**src/rtl/button_debounce_pkg.sv**
```systemverilog
// button_debounce_pkg: shared FSM state type and default timing parameters
package button_debounce_pkg;

    typedef enum logic [2:0] {
        IDLE,
        PRESS_PEND,
        HELD,
        LONG,
        RELEASE_PEND
    } state_t;

    // 20 ms debounce and 1 s long-press at 50 MHz
    localparam int DEBOUNCE_CYCLES_DEF = 1_000_000;
    localparam int LONG_CYCLES_DEF     = 50_000_000;

endpackage

```
**src/rtl/sync_2ff.sv**
```systemverilog
// sync_2ff: two-flop synchroniser for asynchronous pad inputs, clears to 0 on reset
module sync_2ff #(
    parameter int W = 1
) (
    input  logic         clk_i,
    input  logic         rst_ni,
    input  logic [W-1:0] d,
    output logic [W-1:0] q
);

    logic [W-1:0] meta;

    // first flop may go metastable; second gives it a full cycle to resolve
    always_ff @(posedge clk_i or negedge rst_ni) begin
        if (!rst_ni) begin
            meta <= '0;
            q    <= '0;
        end else begin
            meta <= d;
            q    <= meta;
        end
    end

endmodule

```
**src/rtl/button_debounce.sv**
```systemverilog
// button_debounce: synchronise, debounce and classify press/release/long-press of a raw button
module button_debounce
    import button_debounce_pkg::*;
#(
    parameter int DEBOUNCE_CYCLES = DEBOUNCE_CYCLES_DEF,
    parameter int LONG_CYCLES     = LONG_CYCLES_DEF,
    parameter int CNT_W           = 8
) (
    input  logic             clk_i,
    input  logic             rst_ni,
    input  logic             btn_i,
    output logic             btn_level_o,
    output logic             press_o,
    output logic             release_o,
    output logic             long_o,
    output logic [CNT_W-1:0] press_cnt_o
);

    localparam int DB_W = $clog2(DEBOUNCE_CYCLES);
    localparam int HD_W = $clog2(LONG_CYCLES);
    localparam logic [DB_W-1:0] DB_LAST = DB_W'(DEBOUNCE_CYCLES - 1);
    localparam logic [HD_W-1:0] HD_LAST = HD_W'(LONG_CYCLES - 1);

    logic            btn_s;
    state_t          state;
    logic [DB_W-1:0] db_cnt;
    logic [HD_W-1:0] hold_cnt;
    logic            was_long;

    sync_2ff #(.W(1)) u_sync (
        .clk_i  (clk_i),
        .rst_ni (rst_ni),
        .d      (btn_i),
        .q      (btn_s)
    );

    // debounce/classification FSM; pulses default low so each lasts exactly one cycle
    always_ff @(posedge clk_i or negedge rst_ni) begin
        if (!rst_ni) begin
            state       <= IDLE;
            db_cnt      <= '0;
            hold_cnt    <= '0;
            was_long    <= 1'b0;
            btn_level_o <= 1'b0;
            press_o     <= 1'b0;
            release_o   <= 1'b0;
            long_o      <= 1'b0;
            press_cnt_o <= '0;
        end else begin
            press_o   <= 1'b0;
            release_o <= 1'b0;
            long_o    <= 1'b0;
            case (state)
                IDLE: begin
                    if (btn_s) begin
                        state  <= PRESS_PEND;
                        db_cnt <= DB_W'(1);
                    end
                end
                PRESS_PEND: begin
                    if (!btn_s) begin
                        state  <= IDLE;
                        db_cnt <= '0;
                    end else if (db_cnt == DB_LAST) begin
                        state       <= HELD;
                        db_cnt      <= '0;
                        hold_cnt    <= '0;
                        btn_level_o <= 1'b1;
                        press_o     <= 1'b1;
                        press_cnt_o <= press_cnt_o + 1'b1;
                    end else begin
                        db_cnt <= db_cnt + 1'b1;
                    end
                end
                HELD: begin
                    if (!btn_s) begin
                        state    <= RELEASE_PEND;
                        db_cnt   <= DB_W'(1);
                        was_long <= 1'b0;
                    end else if (hold_cnt == HD_LAST) begin
                        state  <= LONG;
                        long_o <= 1'b1;
                    end else begin
                        hold_cnt <= hold_cnt + 1'b1;
                    end
                end
                LONG: begin
                    if (!btn_s) begin
                        state    <= RELEASE_PEND;
                        db_cnt   <= DB_W'(1);
                        was_long <= 1'b1;
                    end
                end
                RELEASE_PEND: begin
                    // a bounce back to pressed resumes the hold where it paused
                    if (btn_s) begin
                        state  <= was_long ? LONG : HELD;
                        db_cnt <= '0;
                    end else if (db_cnt == DB_LAST) begin
                        state       <= IDLE;
                        db_cnt      <= '0;
                        btn_level_o <= 1'b0;
                        release_o   <= 1'b1;
                    end else begin
                        db_cnt <= db_cnt + 1'b1;
                    end
                end
                default: state <= IDLE;
            endcase
        end
    end

endmodule

```
**config.mk**
```make
export PLATFORM = sky130hd
export DESIGN_NAME = button_debounce
export DESIGN_NICKNAME = d
export VERILOG_FILES = /design/src/rtl/button_debounce_pkg.sv /design/src/rtl/sync_2ff.sv /design/src/rtl/button_debounce.sv
export SDC_FILE = /design/constraint.sdc
export NUM_CORES = 1
export LEC_CHECK = 0
export ABC_CLOCK_PERIOD_IN_PS = 2800
export CAP_MARGIN = 30
export CORE_UTILIZATION = 55
export DETAILED_ROUTE_END_ITERATION = 10
export HOLD_SLACK_MARGIN = 0.15
export PLACE_DENSITY = 0.73
export SYNTH_ARGS = -nofsm -noshare
export SYNTH_HDL_FRONTEND = slang
export SYNTH_SLANG_ARGS = --single-unit
export TNS_END_PERCENT = 100
```
**constraint.sdc**
```tcl
create_clock -name clk_i -period 2.8 [get_ports clk_i]
set_input_delay 0.7 -clock clk_i [delete_from_list [all_inputs] [get_ports clk_i]]
set_output_delay 0.7 -clock clk_i [all_outputs]
set_load 0.01 [all_outputs]
```
==> results.py, run 1 <==
metrics = {
    "placement": {
        "pre_cts_ws_ns": 0.4771,
        "globalplace.congestion": 0.8524,
        "dp_hpwl_mm": 5.350,
        "io_buffers": 14,
    },
    "worst_setup_path": {
        "critPathCaptureType": "flip-flop",
        "cp-start-kind": "flip-flop",
        "path_cells": "nor4b_1 -> and4_4 -> a21oi_1 -> buf_4 -> nor2_1 -> o211ai_1",
        "r2r_cells": 6,
        "critical_path.reg2reg.startpoint": "db_cnt[7]",
        "cp_max_fo": 11,
        "cp.required_ns": 3.00,
        "crit_type": "flip-flop to flip-flop",
        "path_delay_family": "simple AND/OR/NAND/NOR gates",
        "slowest_delay_ns": 0.49,
        "critPathBufInv": 1,
        "slowest_stage": "nor2_1",
        "r2r_setup_slack_ns": 0.47,
        "worst_ep_arrival_time_ns": 2.53,
        "r2r-end": "db_cnt[7]",
    },
    "synthesis": {
        "synth-seq-cells": 64,
        "synth_area_per_cell_um2": 9.285,
        "syn-num-nets": 398,
        "synth-main-ff-cell": "dfrtp_1",
        "synth_seq_area_share": 0.4400,
        "synth_warnings": 0,
        "synth-edff-count": 0,
        "synthDistinctLibCells": 64,
        "synth_area_um2": 3640,
        "synth-async-reset-ratio": 1.000,
        "postSynthCellCount": 392,
    },
    "timing": {
        "setup_viol": 0,
        "fin_skew_ns": 0.01049,
        "finalCritPeriodShare": 0.8339,
        "rsz0062_at_grt": "false",
        "min_period_ns": 2.335,
        "slew_viol_final": 0,
        "slew_headroom": 0.5193,
        "final.setup.worst_slack_ns": 0.4651,
        "tns_ns": 0,
        "max_clock_freq_mhz": 428.3,
        "finalHoldViolCount": 0,
        "worst_slew_pin_slew_ns": 0.7211,
    },
    "power": {
        "p_per_area_nw_per_um2": 483.0,
        "power_w": 0.001943,
        "power_leakage_nw": 1.681,
        "vdd_drop_max_mv": 0.4060,
    },
    "cts": {
        "cts-resized-gates": 0,
        "cts-hold-fix-buffers": 0,
        "cts_sinks": 64,
        "cts_htree_levels": 3,
        "post-cts-setup-buffers": 0,
        "cts_tree": "yes",
        "cts.clk_slew.worst_paths_ns": 0.07,
        "clk_latency_ns": 0.35,
        "clk_path_buf_depth": 2,
        "cts_buffers": 9,
        "cts_root_buffer": "clkbuf_8",
    },
    "global_routing": {
        "antenna_found_initial": 0,
        "grt.total_usage": 0.2397,
        "grt_pass1_vias": 2841,
        "grt_max_degree": 34,
        "grt_pass1_wl_mm": 13.34,
        "grt_overflow": 0,
    },
    "floorplanning": {
        "ios": 15,
        "core_um2": 6386,
        "die_w_um": 83.35,
        "die_area_um2": 6947,
        "die_h_um": 83.35,
        "rows": 29,
        "start_util": 0.5699,
    },
    "job": {
        "cap_violations": 0,
    },
    "hold_path": {
        "hold_class": "input port to asynchronous set/reset pin",
    },
    "detailed_routing": {
        "dr.pass1.iters": 4,
        "wl_per_cell_um": 15.79,
        "via_count": 2996,
        "detail-route-antenna-nets": 0,
        "drt_iter0_drc": 182,
        "vias_per_cell": 6.190,
        "drc": 0,
        "wirelength_mm": 7.641,
    },
    "final_layout": {
        "final_common_cell": "dfrtp_1",
        "nets": 408,
        "drive_above_1_share": 0.1032,
        "diodes": 0,
        "layout_common_cells": "64 x dfrtp_1, 54 x nand2_1, 24 x nand3_1",
        "fillers": 557,
        "area_growth_syn_to_layout_pct": 10.52,
    },
    "outcome": {
        "status": "finished, final reports clean",
    },
}
-- cell type report --
cell class,count,area (um2),area share
clock inverters,5,80.08,0.01991
well taps,77,96.34,0.02395
inverters,4,15.01,0.003733
multi-input cells,301,1893,0.4706
flip-flops and latches,64,1602,0.3981
repair buffers,22,195.2,0.04852
clock buffers,11,141.4,0.03515
-- power breakdown --
group	switching (W)	internal [W]
sequential	0.0000319	0.000946
combinational	0.0000512	0.0000309
clock	0.000359	0.000524
-- registers in the layout (all words and copies together), names as in the netlist --
name	flops
press_o	1
u_sync.meta	1
press_cnt_o	8
was_long	1
hold_cnt	26
btn_level_o	1
db_cnt	20
long_o	1
u_sync.q	1
release_o	1
state	3
-- worst max-delay path by stage --
| stage | from | to | slack (ns) | cells after the start |
|---|---|---|---|---|
| floorplan | hold_cnt[11] | hold_cnt[0] | 0.58 | 7 |
| global placement | hold_cnt[11] | hold_cnt[0] | 0.51 | 5 |
| detailed placement | db_cnt[7] | hold_cnt[8] | 0.48 | 5 |
| CTS | db_cnt[7] | press_cnt_o[4] | 0.48 | 5 |
| global route | db_cnt[11] | press_cnt_o[4] | 0.27 | 5 |
| finish | db_cnt[7] | db_cnt[7] | 0.47 | 6 |
-- stage by stage --
step           cells  utilization  hold WS [ns]  instance area, um2
2_1_floorplan    392            -        0.3312                3640
3_3_place_gp     468       0.5952        0.3337                3801
3_5_place_dp     468       0.5952        0.3373                3801
4_1_cts          484       0.6299        0.2793                4023
5_1_grt          484       0.6299        0.2872                4023
6_report         484       0.6299        0.2698                4023
-- cell usage after synthesis, drive strengths merged (2+ instances only) --
| cell type | count | share of area |
|---|---|---|
| o22ai | 2 | 0.0034 |
| xnor2 | 5 | 0.012 |
| nand3b | 2 | 0.0041 |
| nand2b | 5 | 0.0086 |
| a22o | 3 | 0.0072 |
| nand2 | 55 | 0.057 |
| nand4 | 19 | 0.033 |
| ha | 3 | 0.010 |
| o211ai | 16 | 0.033 |
| and3 | 12 | 0.022 |
| a31oi | 7 | 0.012 |
| a41oi | 3 | 0.0072 |
| mux2 | 2 | 0.0072 |
| nor3 | 11 | 0.015 |
| a21oi | 14 | 0.020 |
| buf | 9 | 0.019 |
| or4 | 19 | 0.041 |
| nand4b | 3 | 0.0072 |
| dfrtp | 64 | 0.44 |
| or3 | 2 | 0.0034 |
| nor4 | 2 | 0.0034 |
| nor3b | 3 | 0.0076 |
| clkbuf | 14 | 0.017 |
| mux2i | 4 | 0.011 |
| nor2 | 24 | 0.027 |
| and4 | 6 | 0.017 |
| xor2 | 11 | 0.026 |
| and2 | 8 | 0.014 |
| inv | 4 | 0.0041 |
| nand3 | 25 | 0.038 |
| a21o | 2 | 0.0041 |
| o2111ai | 6 | 0.014 |
| o21ai | 12 | 0.017 |
-- layer usage --
metal  vias up  wire (um)  global-route usage
met5         -          0                   0
met4         0        150              0.1082
met3        13        310             0.04274
met2        63       3459              0.3644
met1      1427       3720              0.3355
li1       1493          -                   -
-- worst reg2reg max path: cells and delay by family, from the launching register on --
family	cells	cell delay (ns)
AND/OR/NAND/NOR	3	1.25
buffers and inverters	1	0.20
AO/OA/AOI/OAI	2	0.30
flip-flops	1	0.44
-- cells by family (layout without fill, tap and decap cells) --
family | Yosys count | after routing | synth area share
xor+xnor | 16 | 16 | 0.03850
mux | 6 | 6 | 0.01822
buf+inv | 27 | 42 | 0.03987
flops | 64 | 64 | 0.4400
fa+ha+maj | 3 | 3 | 0.01031
simple gates | 202 | 202 | 0.3128
compound gates | 74 | 74 | 0.1403
Note: power is estimated with default switching activity, not from simulation.
==> run 2, diff against run 1 <==
Settings changed: ABC_CLOCK_PERIOD_IN_PS 2800 to 2000, PLACE_DENSITY 0.73 to 0.76.
Clock period 2.8 ns to 2 ns, I/O delays scaled along.
==> run 2 against run 1 <==
  * The run now ends with negative setup slack left
  * Count of clock-buffer cells in the layout is 1 higher
  * Sequential cell count stayed put
  * Clock skew hardly changed
  * Non-clock buffer count is 60 higher
  * Worst setup slack worse by 0.59 ns
  * Core utilization is 11 points higher
  * Maximum frequency is 9.8% higher
  * Critical path type unchanged
  * Largest cell class unchanged
  * Largest power group is now clock
==> results.py, run 2 (same netlist as run 1, synthesis figures left out) <==
metrics = {
    "cts": {
        "cts_root_buffer": "clkbuf_8",
        "cts_tree": "yes",
        "clk_path_buf_depth": 2,
        "clk_latency_ns": 0.36,
        "cts_htree_levels": 3,
        "cts_sinks": 64,
        "cts.clk_slew.worst_paths_ns": 0.07,
        "cts_buffers": 9,
    },
    "worst_setup_path": {
        "r2r-end": "hold_cnt[0]",
        "r2r_cells": 5,
        "worst_ep_arrival_time_ns": 2.37,
        "r2r_setup_slack_ns": -0.13,
        "cp-start-kind": "flip-flop",
        "cp.required_ns": 2.24,
        "critPathCaptureType": "flip-flop",
        "crit_path_start": "hold_cnt[16]",
        "cp_max_fo": 6,
        "crit_end": "hold_cnt[0]",
        "crit_type": "flip-flop to flip-flop",
        "critical_path.reg2reg.startpoint": "hold_cnt[16]",
    },
    "outcome": {
        "status": "finished, violations left",
        "violations": "negative setup slack",
    },
    "power": {
        "p_seq_frac": 0.446,
        "clkPwrFrac": 0.486,
        "p_switching_w": 0.0006661,
        "internal_power_w": 0.002352,
        "power_w": 0.003018,
        "p_sw_frac": 0.2207,
        "vdd_drop_max_mv": 0.7420,
        "power_leakage_nw": 2.061,
        "p_per_area_nw_per_um2": 642.7,
        "p_comb_frac": 0.068,
    },
    "detailed_routing": {
        "vias_per_cell": 6.374,
        "via_count": 3474,
        "wirelength_mm": 9.191,
        "wl_per_cell_um": 16.86,
        "drt_iter0_drc": 338,
        "detail-route-antenna-nets": 0,
        "dr.pass1.iters": 4,
        "drc": 0,
    },
    "timing": {
        "fin_skew_ns": 0.01029,
        "final.setup.worst_slack_ns": -0.1259,
        "worst_slew_pin_slew_ns": 0.4511,
        "slew_headroom": 0.6982,
        "setup_viol": 11,
        "finalCritPeriodShare": 1.063,
        "tns_ns": -0.8560,
        "min_period_ns": 2.126,
        "finalHoldViolCount": 0,
        "fin_hold_ws_ns": 0.1270,
        "max_clock_freq_mhz": 470.4,
        "rsz0062_at_grt": "true",
        "slew_viol_final": 0,
    },
    "floorplanning": {
        "start_util": 0.5699,
        "rows": 29,
        "die_area_um2": 6947,
        "die_h_um": 83.35,
        "core_um2": 6386,
        "die_w_um": 83.35,
        "ios": 15,
    },
    "final_layout": {
        "final_common_cell": "buf_4",
        "reg_top3": "hold_cnt x26, db_cnt x20, press_cnt_o x8",
        "nets": 469,
        "area_growth_syn_to_layout_pct": 29.01,
        "drive_above_1_share": 0.2756,
        "diodes": 0,
        "largest_register_ffs": 26,
        "top_register": "hold_cnt",
        "layout_common_cells": "63 x buf_4, 62 x dfrtp_1, 54 x nand2_1",
    },
    "hold_path": {
        "hold_class": "input port to asynchronous set/reset pin",
    },
    "global_routing": {
        "grt_pass1_vias": 3223,
        "antenna_found_initial": 0,
        "grt_overflow": 0,
        "grt_max_degree": 65,
        "grt.total_usage": 0.2740,
        "grt_pass1_wl_mm": 15.08,
    },
    "placement": {
        "dp_hpwl_mm": 5.912,
        "io_buffers": 14,
        "globalplace.congestion": 0.8650,
    },
    "job": {
        "cap_violations": 0,
    },
}
## run 2: cell count changes in the layout (fill, tap and decap cells not counted), sizes merged
cell	before	now
buf	9	69
bufinv	2	3
clkbuf	11	12
clkinvlp	2	0
or4	19	20
## run 2: routing by layer
metal  up-vias  wire length, um  track usage
met5         -                0            0
met4         0              199       0.1176
met3        24              663      0.06859
met2       141             4310       0.4210
met1      1687             4018       0.3694
li1       1622                -            -
## run 2: cell type report
cell class,count,area (um2)
well taps,77,96.34
multi-input cells,302,2026
flip-flops and latches,64,1604
repair buffers,82,690.7
fillers,432,1690
clock inverters,4,98.84
clock buffers,12,165.2
inverters,4,15.01
## run 2: worst min-delay path by stage
stage	endpoint
after global placement	u_sync.q
after global routing	hold_cnt[9]
after detailed placement	u_sync.q
final	hold_cnt[4]
after CTS	hold_cnt[11]
after floorplan	btn_level_o
## run 2: power by group through the flow
stage	combinational [W]	clock, W	sequential (W)
finish	0.000205	0.00147	0.00135
global route	0.000233	0.00155	0.00135
CTS	0.000200	0.00148	0.00134
detailed placement	0.000198	0	0.00137
global placement	0.000194	0	0.00136
floorplan	0.0000733	0	0.00138
## run 2: metrics by stage
step	instances	utilization	setup WS (ns)	cell area, um2
final	545	0.7353	-0.1259	4696
after detailed placement	524	0.6656	-0.2244	4250
after floorplan	392	-	-0.1681	3645
after CTS	540	0.7185	-0.1168	4588
after global placement	524	0.6656	-0.1383	4250
after global routing	545	0.7353	-0.1810	4696
## run 2: what timing repair did
action | CTS | global route
setup buffers | 0 | 5
setup endpoints to repair | 33 | 32
resized for setup | 17 | 17
pin swaps | 2 | 12
gates cloned | 1 | 0
hold buffers | 0 | 0
## run 2: worst max-delay path, cell delays in order, from the launching register on
cell and delay [ns]:
dfrtp_1 0.39, or4b_4 0.55, or4_4 0.62, nor2_4 0.11
a21oi_2 0.05, mux2_4 0.29
==> run 3, diff against run 2 <==
Settings changed: GPL_TIMING_DRIVEN from default to 0.
==> run 3 against run 2 <==
  * The flow still finishes with violations (negative setup slack)
  * Register-to-register slack worse by 0.17 ns
  * Power down 3.3%
  * Critical endpoint unchanged
  * Cell count down 4.2%
  * Clock skew down 0.00066 ns
  * Core utilization down 0.25 points
  * Largest power group is now registers
  * Sequential share of layout area up 0.23 points
==> results.py, run 3 (same netlist as run 1, synthesis figures left out) <==
metrics = {
    "hold_path": {
        "hold_class": "input port to asynchronous set/reset pin",
    },
    "final_layout": {
        "final_common_cell": "dfrtp_1",
        "area_growth_syn_to_layout_pct": 28.57,
        "post-route-util": 0.7328,
        "drive_above_1_share": 0.2652,
        "reg_top3": "hold_cnt x26, db_cnt x20, press_cnt_o x8",
        "multiInputGateArea_um2": 2100,
        "largest_register_ffs": 26,
        "diodes": 0,
        "fillers": 423,
        "nets": 446,
        "seq_area_um2": 1609,
        "final_cell_area_um2": 4679,
        "top_register": "hold_cnt",
        "layout_common_cells": "58 x dfrtp_1, 54 x nand2_1, 24 x nand3_1",
    },
    "global_routing": {
        "grt_max_degree": 65,
        "grt_overflow": 0,
        "grt_pass1_vias": 3067,
        "grt_pass1_wl_mm": 15.15,
        "grt.total_usage": 0.2726,
        "antenna_found_initial": 0,
    },
    "floorplanning": {
        "rows": 29,
        "start_util": 0.5699,
        "die_w_um": 83.35,
        "core_um2": 6386,
        "die_h_um": 83.35,
        "die_area_um2": 6947,
        "ios": 15,
    },
    "worst_setup_path": {
        "r2r_setup_slack_ns": -0.30,
        "cp.required_ns": 2.24,
        "critPathCaptureType": "flip-flop",
        "cp_max_fo": 5,
        "cp-start-kind": "flip-flop",
        "worst_ep_arrival_time_ns": 2.54,
        "crit_type": "flip-flop to flip-flop",
    },
    "detailed_routing": {
        "detail-route-antenna-nets": 0,
        "dr.pass1.iters": 5,
        "wl_per_cell_um": 19.38,
        "drc": 0,
        "wirelength_mm": 10.12,
        "drt_iter0_drc": 429,
        "vias_per_cell": 6.707,
        "via_count": 3501,
    },
    "cts": {
        "cts_buffers": 9,
        "cts_tree": "yes",
        "clk_latency_ns": 0.35,
        "clk_path_buf_depth": 2,
        "cts-hold-fix-buffers": 0,
        "cts_sinks": 64,
        "cts_root_buffer": "clkbuf_8",
        "cts.clk_slew.worst_paths_ns": 0.07,
        "cts_htree_levels": 3,
    },
    "outcome": {
        "violations": "negative setup slack",
        "status": "finished, violations left",
    },
    "power": {
        "vdd_drop_max_mv": 0.7288,
        "power_leakage_nw": 2.003,
        "p_per_area_nw_per_um2": 624.0,
        "power_w": 0.002920,
    },
    "timing": {
        "max_clock_freq_mhz": 435.1,
        "slew_viol_final": 0,
        "worst_slew_pin_slew_ns": 0.8215,
        "rsz0062_at_grt": "true",
        "fin_skew_ns": 0.009636,
        "final.setup.worst_slack_ns": -0.2984,
        "min_period_ns": 2.298,
        "tns_ns": -2.842,
        "setup_viol": 14,
        "slew_headroom": 0.4523,
        "finalCritPeriodShare": 1.149,
        "finalHoldViolCount": 0,
    },
    "placement": {
        "globalplace.congestion": 0.8976,
        "pre_cts_ws_ns": -0.4743,
        "dp_hpwl_mm": 5.649,
        "dpl-instance-area_um2": 3879,
        "io_buffers": 14,
    },
    "job": {
        "cap_violations": 0,
    },
}
-- run 3: cell count changes in the layout (fill, tap and decap cells not counted), sizes merged --
cell | before | now
or4 | 20 | 19
clkinvlp | 0 | 1
clkbuf | 12 | 17
clkinv | 1 | 3
buf | 69 | 39
-- run 3: cell type report --
class / count / share of cell area
multi-input cells: 301 / 0.4487
inverters: 4 / 0.003209
repair buffers: 40 / 0.08610
well taps: 77 / 0.02059
clock inverters: 7 / 0.02567
plain buffers: 20 / 0.04545
flip-flops and latches: 64 / 0.3438
clock buffers: 9 / 0.02647
-- run 3: repair_timing --
item / 4_1_cts / 5_1_grt
endpoints found under the hold margin: 0 / 0
gates cloned: 0 / 4
pin swaps: 7 / 11
setup buffers: 5 / 17
setup endpoints to repair: 57 / 47
gates resized for setup: 38 / 59
-- run 3: final timing paths --
check                                to  cells past startpoint    startpoint
max                         hold_cnt[0]                      6  hold_cnt[16]
min                         hold_cnt[3]                      1        rst_ni
max reg2reg                 hold_cnt[0]                      6  hold_cnt[16]
min reg2reg                    u_sync.q                      0   u_sync.meta
max in group asynchronous  hold_cnt[16]                      1        rst_ni
min in group clk_i             u_sync.q                      0   u_sync.meta
-- run 3: worst max-delay path, cell delays in order, from the launching register on --
cell     delay, ns
dfrtp_2       0.45
or4b_4        0.55
or4_4         0.58
buf_8         0.17
nor2_4        0.07
a21oi_2       0.07
mux2_4        0.30
-- run 3: stage by stage --
| stage | hold slack (ns) | cells |
|---|---|---|
| final | 0.2378 | 522 |
| after global routing | 0.3190 | 522 |
| after CTS | 0.2750 | 503 |
| after detailed placement | 0.3363 | 483 |
| after global placement | 0.3429 | 483 |
| after floorplan | 0.2044 | 392 |
-- run 3: layer usage --
layer	vias to the layer above	GRT usage	part of all wire
met5	-	0	0
met3	28	0.04771	0.082
met1	1688	0.3898	0.43
li1	1573	-	-
met4	0	0.1066	0.025
met2	212	0.4136	0.46
-- run 3: power by group --
group | internal (W) | switching (W)
Sequential | 0.00132 | 0.0000472
Clock | 0.000829 | 0.000545
Combinational | 0.0000766 | 0.0000976
Total | 0.00223 | 0.000690
